<file path="config.mk">
export PLATFORM = sky130hd
export DESIGN_NAME = div_ctrl
export DESIGN_NICKNAME = d
export VERILOG_FILES = /design/src/rtl/div_ctrl.sv
export SDC_FILE = /design/constraint.sdc
export NUM_CORES = 1
export LEC_CHECK = 0
export CORE_UTILIZATION = 50
export DETAILED_ROUTE_END_ITERATION = 10
export PLACE_DENSITY_LB_ADDON = 0.15
export SLEW_MARGIN = 20
export SYNTH_ARGS = -nofsm -noshare
export SYNTH_HDL_FRONTEND = slang
export SYNTH_SLANG_ARGS = --single-unit
</file>
<file path="constraint.sdc">
create_clock -name clk -period 5.4 [get_ports clk]
set_clock_uncertainty 0.05 [all_clocks]
set_input_delay 0.54 -clock clk [delete_from_list [all_inputs] [get_ports clk]]
set_output_delay 0.54 -clock clk [all_outputs]
set_load 0.03 [all_outputs]
</file>
<file path="src/rtl/div_ctrl.sv">
// Multi-cycle divide controller for the EX stage: 32-iteration restoring divider
// for div/divu with stall, annul and one-cycle divide-by-zero handling.
module div_ctrl (
  input  logic        clk,
  input  logic        rst,
  input  logic        start,
  input  logic        signed_div,
  input  logic [31:0] op_a,
  input  logic [31:0] op_b,
  input  logic        annul,
  output logic        stallreq,
  output logic        ready,
  output logic [31:0] result_lo,
  output logic [31:0] result_hi,
  output logic        busy
);

  typedef enum logic [1:0] {
    IDLE    = 2'd0,
    DIVZERO = 2'd1,
    RUN     = 2'd2,
    DONE    = 2'd3
  } state_t;

  state_t      state;
  state_t      state_next;
  logic [5:0]  cnt;
  logic [31:0] rem;
  logic [31:0] quot;
  logic [31:0] divisor;
  logic [31:0] lo_q;
  logic [31:0] hi_q;
  logic        sign_a;
  logic        sign_b;
  logic        signed_q;

  logic [31:0] abs_a;
  logic [31:0] abs_b;
  logic [32:0] shifted;
  logic        take;
  logic [31:0] rem_step;
  logic [31:0] quot_step;
  logic        neg_q;
  logic        neg_r;
  logic [31:0] quot_fix;
  logic [31:0] rem_fix;

  always_ff @(posedge clk) begin
    if (rst) state <= IDLE;
    else     state <= state_next;
  end

  always_comb begin
    state_next = state;
    if (annul) begin
      state_next = IDLE;
    end else begin
      case (state)
        IDLE:    if (start) state_next = (op_b == 32'd0) ? DIVZERO : RUN;
        DIVZERO: state_next = DONE;
        RUN:     if (cnt == 6'd31) state_next = DONE;
        DONE:    if (!start) state_next = IDLE;
        default: state_next = IDLE;
      endcase
    end
  end

  // Once the shifted remainder reaches the divisor the difference is below 2^32,
  // so a 32-bit subtraction yields the exact new remainder.
  always_comb begin
    abs_a     = (signed_div && op_a[31]) ? -op_a : op_a;
    abs_b     = (signed_div && op_b[31]) ? -op_b : op_b;
    shifted   = {rem, quot[31]};
    take      = (shifted >= {1'b0, divisor});
    rem_step  = take ? (shifted[31:0] - divisor) : shifted[31:0];
    quot_step = {quot[30:0], take};
    neg_q     = signed_q & (sign_a ^ sign_b);
    neg_r     = signed_q & sign_a;
    quot_fix  = neg_q ? -quot_step : quot_step;
    rem_fix   = neg_r ? -rem_step : rem_step;
  end

  always_ff @(posedge clk) begin
    if (rst) begin
      cnt      <= 6'd0;
      rem      <= 32'd0;
      quot     <= 32'd0;
      divisor  <= 32'd0;
      sign_a   <= 1'b0;
      sign_b   <= 1'b0;
      signed_q <= 1'b0;
      lo_q     <= 32'd0;
      hi_q     <= 32'd0;
    end else begin
      case (state)
        IDLE: begin
          if (start && !annul) begin
            lo_q <= 32'd0;
            hi_q <= 32'd0;
            if (op_b != 32'd0) begin
              cnt      <= 6'd0;
              rem      <= 32'd0;
              quot     <= abs_a;
              divisor  <= abs_b;
              sign_a   <= op_a[31];
              sign_b   <= op_b[31];
              signed_q <= signed_div;
            end
          end
        end
        DIVZERO: begin
          lo_q <= 32'd0;
          hi_q <= 32'd0;
        end
        RUN: begin
          if (!annul) begin
            rem  <= rem_step;
            quot <= quot_step;
            cnt  <= cnt + 6'd1;
            if (cnt == 6'd31) begin
              lo_q <= quot_fix;
              hi_q <= rem_fix;
            end
          end
        end
        default: ;
      endcase
    end
  end

  // Outputs are masked by rst so a reset cycle never exposes stale state.
  always_comb begin
    ready     = (state == DONE) & ~rst;
    busy      = (state != IDLE) & ~rst;
    stallreq  = ~rst & start & ~annul & (state != DONE);
    result_lo = ready ? lo_q : 32'd0;
    result_hi = ready ? hi_q : 32'd0;
  end

endmodule

</file>
**Word-level counts from Yosys, hierarchy flattened**

Index checks and enable logic that the tools add are counted.

- Bitwise gates (word level): 10
- Add/subtract/negate cells: 6
- Magnitude comparators: 1
- Multiplexer cells: 31
- Reduce and logical (&&, ||, !) cells: 15
- Equal/unequal tests: 11

Operators with widths:

| operator | number |
|---|---|
| $mux 32 | 18 |
| $pmux 32 s3 | 2 |
| $neg 32->32 | 4 |
| $pmux 32 s2 | 2 |
| $ge 33x32->1 | 1 |
| $logic_not 32->1 | 1 |
| $reduce_bool 32->1 | 1 |
| $sub 32x32->32 | 1 |
| $mux 6 | 3 |
| $ne 2x2->1 const B | 7 |
| $pmux 6 s2 | 1 |
| $mux 2 | 4 |
| $pmux 2 s4 | 1 |
| $reduce_and 4->1 | 2 |
| $and 1x1->1 | 7 |
| $add 6x1->6 const B | 1 |
| $eq 6x5->1 const B | 1 |
| $reduce_and 3->1 | 2 |
| $eq 2x2->1 const B | 2 |
| $reduce_bool 2->1 | 2 |
| $logic_and 1x1->1 | 3 |
| $reduce_bool 3->1 | 1 |
| $eq 2x1->1 const B | 1 |
| $logic_not 2->1 | 1 |
| other kinds (4) | 5 |

- Bits of input ports: 69
- Output and inout bits: 67
- Register bits: 171

**Logic depth before layout (Yosys ltp)**

- Depth after elaboration: 7
- Mapped depth: 26

**Worst setup path after synthesis**

OpenSTA, ideal clock, no wires.

- Kind: flip-flop to flip-flop
- From: register rem[22]
- To: register hi_q[30]
- Required time: 5.233 ns
- Path slack: 0.926 ns
- Cell stages (with the launch flop): 24
- Arrival time: 4.307 ns
- Cells stage by stage: dfxtp_1 > ha_1 > buf_2 > and4_1 > and3_1 > nand4_1 > and3_4 > nand2_4 > buf_6 > buf_6 > clkbuf_1 > a21oi_1 > inv_1 > ha_1 > nor4b_1 > nand2_1 > nor2_1 > nand3_1 > nor4_1 > a41oi_1 > a211o_1 > nor3b_2 > o21ai_1 > a32o_1

- Cells in the longest elaborated chain, start to end: 7
- Elaborated cells between the ends (all ways): 8
- Those cells by class: 2 x add/sub; 1 x order compare; 5 x mux

RTL lines:

| element | RTL line | source |
|---|---|---|
| from (decl) | 28 | `logic [31:0] rem;` |
| from (signal assigned) | 117 | `rem <= rem_step;` |
| $sub 32x32->32 / $ge 33x32->1 (equally long branches) | 75, 74 |  |
| $mux 32 * | 75 | `rem_step = take ? (shifted[31:0] - divisor) : shifted[31:0];` |
| $neg 32->32 | 80 | `rem_fix = neg_r ? -rem_step : rem_step;` |
| $mux 32 * | 80 |  |
| $mux 32 * | 120 | `if (cnt == 6'd31) begin` |
| $mux 32 * | 116 | `if (!annul) begin` |
| $pmux 32 s3 * | 95 | `case (state)` |
| to (signal assigned) | 122 | `hi_q <= rem_fix;` |
| to (decl) | 32 | `logic [31:0] hi_q;` |

Mark *: on every way between the ends. The rest lies on a longest branch, timed or not. The select of a mux whose other input is x is not followed.
A chain may end at the register's enable or synchronous reset.

**Worst setup path in the final report**

- From: register rem[13]
- To: register hi_q[30]

Same word-level chain as after synthesis.

==> flow_summary_export.csv <==
group,metric,value,unit
run_status,outcome,"finished, final reports clean",
clock_network,numCtsBuffers,17,
logic_synthesis,synth_compound_area_share,26.1,%
min_path,hp-start,"hi_q[23]$_SDFFE_PP0P_",
power_and_ir_drop,pwr-share-seq,38.3,%
timing,holdWs,0.399,ns
critical_path,crit_start,"rem[13]$_SDFFE_PP0P_",
logic_synthesis,synth_cells,1712,
min_path,worst_hold_path.endpoint,"hi_q[23]$_SDFFE_PP0P_",
floorplan,die_w,160,um
critical_path,cp_max_fo,11,
clock_network,clock-root-buffer,"clkbuf_16",
critical_path,critPathTopFamily,"simple AND/OR/NAND/NOR gates",
clock_network,cts_tree,"yes",
min_path,min_path_cells,2,
clock_network,postCtsSetupRepairBufs,0,
clock_network,cts-resized-gates,0,
logic_synthesis,yosysUniqueCellTypes,95,
logic_synthesis,async_flop_share,0,%
floorplan,io_pins,136,
layout,final_nets,1890,
timing,finalHoldViolations,0,
power_and_ir_drop,p_leak,5.44,nW
logic_synthesis,synth_edf_count,0,
clock_network,cts.sinks,171,
clock_network,clock_path_buffers,2,
global_routing,grt_pass1_vias,11800,
logic_synthesis,synthAdderAreaFrac,4.15,%
power_and_ir_drop,combPwrFrac,27.0,%
critical_path,r2r_cells,18,
clock_network,cts_hold_buf,0,
power_and_ir_drop,netSwitchingPower,1.26,mW
floorplan,initial_core_util,51.3,%
detailed_routing,dr_total_vias,12700,
detailed_routing,drc_errors,0,
timing,slew_violations,0,
critical_path,crit_cells,18,
power_and_ir_drop,intPower,2.25,mW
detailed_routing,drt_wl_total,40000,um
critical_path,worst_setup_path_end_kind,"register",
timing,setup-violations-final,0,
logic_synthesis,yosys_most_used_dff,"dfxtp_1",
timing,setup_slack,0.406,ns
global_routing,grt.total_usage,30.8,%
timing,period_needed,4.99,ns
clock_network,clk_pin_slew,0.07,ns
timing,period_share,92.5,%
timing,tns,0,ns
placement,post-dp-hpwl,30500,um
floorplan,rows,57,
timing,worst_slew_pin_slew,0.965,ns
critical_path,arrival,5.27,ns
critical_path,path_class,"register to register",
clock_network,clk-insertion-delay-late,0.45,ns
layout,area_growth,16.3,%
power_and_ir_drop,power.share.clock,34.7,%
logic_synthesis,synth_nets,1822,
global_routing,grt_overflow,0,
placement,place_ws,0.628,ns
placement,gp_congestion,1.02,
detailed_routing,wl_per_cell,18.9,um
global_routing,grt_max_degree,66,
timing,clock.fmax,200,MHz
logic_synthesis,ys_ff_latch,171,
critical_path,critPathBufInv,0,
critical_path,cp.required,5.67,ns
global_routing,antenna_found_initial,0,
critical_path,critical-path-max-stage-delay,0.52,ns
logic_synthesis,synth_top_family_by_area,"compound AO/OA/AOI/OAI gates",
layout,antenna_cells,0,
floorplan,die_area,25700,um2
critical_path,timing.rr.end,"hi_q[30]$_SDFFE_PP0P_",
logic_synthesis,synthSimpleGateAreaFrac,25.8,%
critical_path,r2r-start,"rem[13]$_SDFFE_PP0P_",
timing,maxSlewHeadroom,35.0,%
power_and_ir_drop,p_per_area,240,nW/um2
clock_network,htree_num_levels,4,
logic_synthesis,syn_area,12500,um2
critical_path,path_cells,"ha_1 -> nand4_1 -> nor4_1 -> nand4_1 -> and3_4 -> nand2_4 -> mux2i_1 -> ha_1 -> nor4b_1 -> nand2_1 -> nor2_1 -> nand3_1 -> nor4_1 -> a41oi_1 -> a211o_1 -> nor3b_2 -> o21ai_1 -> a32o_1",
critical_path,rrSetupSlack,0.41,ns
logic_synthesis,ys_warn_count,0,
layout,drive_above_1_share,5.63,%
logic_synthesis,seq_area_frac_synth,27.3,%
logic_synthesis,yosys-mux-area-fraction,1.48,%
run,cap_violations,0,
global_routing,grt_pass1_wl,62800,um
detailed_routing,drt-pass1-iter-count,6,
critical_path,cp_slowest_cell,"ha_1",
detailed_routing,drt-vias-per-instance,5.99,
min_path,min_path_type,"register to register",
placement,io_buffers,135,
critical_path,worst_setup_path_start_kind,"register",
timing,rsz0062_at_grt,"no",
detailed_routing,ant_nets,0,
power_and_ir_drop,switching_share,35.8,%
power_and_ir_drop,ir_drop,0.000232,V
detailed_routing,drt-initial-drc-count,1160,
layout,fillers,2283,
logic_synthesis,synth_area_per_cell,7.33,um2
floorplan,core-area,24500,um2
floorplan,die_h,160,um
logic_synthesis,yosys.area_share.xor_xnor,9.36,%
[power groups by stage]
stage	clock, mW	combinational (mW)	sequential [mW]
4_1_cts	1.23	0.927	1.34
2_1_floorplan	0	0.656	1.35
6_report	1.21	0.948	1.34
3_3_place_gp	0	0.916	1.37
3_5_place_dp	0	0.922	1.37
5_1_grt	1.29	1.03	1.35
[cells in the mapped netlist, types with 14 or more instances]
cell / n / share of area [%]
dfxtp_1: 171 / 27
ha_1: 40 / 4.0
nor4_1: 25 / 1.2
a31oi_1: 15 / 0.75
nand2_1: 227 / 6.8
o31ai_1: 27 / 1.6
xor2_1: 58 / 4.1
a211oi_1: 35 / 2.1
nand3_1: 22 / 0.88
mux2i_1: 14 / 1.1
a21oi_1: 133 / 5.3
a22oi_1: 53 / 3.2
inv_1: 63 / 1.9
nor3_1: 31 / 1.2
nor2_1: 200 / 6.0
or3_1: 19 / 0.95
and2_1: 75 / 3.7
buf_2: 30 / 1.2
clkbuf_1: 66 / 2.0
o211ai_1: 16 / 0.96
o21ai_0: 105 / 4.2
xnor2_1: 76 / 5.3
[through the flow]
step | std cells | area [um2] | utilization, % | power (mW)
5_1_grt | 2117 | 14600 | 59.6 | 3.66
4_1_cts | 2115 | 14600 | 59.5 | 3.50
6_report | 2117 | 14600 | 59.6 | 3.51
3_3_place_gp | 2083 | 14000 | 57.1 | 2.29
3_5_place_dp | 2083 | 14000 | 57.1 | 2.29
2_1_floorplan | 1712 | 12500 | - | 2.01
[worst register-to-register path: cells and delay by family (launching register included)]
kind / cells / cell delay (ns)
and+or+nand+nor: 11 / 2.58
DFF: 1 / 0.36
adders and majority gates: 2 / 0.78
AOI/OAI and AO/OA: 4 / 0.86
muxes: 1 / 0.28
[kinds of logic after synthesis]
group / after synthesis
flip-flops: 171
adder cells (fa/ha/maj): 41
buffers and inverters: 170
multiplexers: 18
XOR/XNOR: 134
AND/OR/NAND/NOR: 681
AO/OA/AOI/OAI: 497
[cell type report]
| type | count | area [um2] | share of cell area (%) |
|---|---|---|---|
| timing repair buffer | 154 | 1510 | 10.3 |
| clock inverter | 14 | 148 | 1.01 |
| sequential | 171 | 3420 | 23.5 |
| inverter | 65 | 244 | 1.67 |
| tap | 324 | 405 | 2.78 |
| clock buffer | 18 | 429 | 2.94 |
| multi-input combinational | 1371 | 8420 | 57.8 |
[per-layer routing]
| metal | vias up | GRT usage [%] | part of all wire [%] |
|---|---|---|---|
| met3 | 59 | 6.97 | 8.3 |
| met2 | 499 | 47.4 | 44 |
| met5 | - | 0 | 0 |
| met4 | 0 | 9.91 | 2.4 |
| li1 | 6211 | - | - |
| met1 | 5907 | 42.5 | 45 |
[registers in the layout, summed over array words and instances (netlist names), 2 cells and up]
name and count:
cnt 6, divisor 32, hi_q 32, lo_q 32
quot 32, rem 32, state 2
[worst max-delay path by stage]
stage	slack, ns	endpoint
6_report	0.41	hi_q[30]$_SDFFE_PP0P_
5_1_grt	0.12	hi_q[28]$_SDFFE_PP0P_
4_1_cts	0.59	hi_q[30]$_SDFFE_PP0P_
3_5_place_dp	0.63	hi_q[30]$_SDFFE_PP0P_
3_3_place_gp	0.80	hi_q[30]$_SDFFE_PP0P_
2_1_floorplan	0.93	hi_q[30]$_SDFFE_PP0P_
[cell usage in the layout, fill, tap and decap left out, drive strengths merged, types with 7 or more instances in the layout]
master,n
or3,19
o21a,10
nor2,200
inv,73
a211o,7
o31ai,30
clkbuf,18
o211ai,18
nor3,33
ha,40
o21ai,117
buf,20
nand3,23
xor2,58
a22oi,53
nor4,27
a21oi,141
and3,11
a31oi,15
nand4,14
nand2,228
and2,76
a211oi,35
clkdlybuf4s50,134
mux2i,14
a21o,12
xnor2,76
nand2b,12
dfxtp,171
Note: power is estimated with default switching activity, not from simulation.
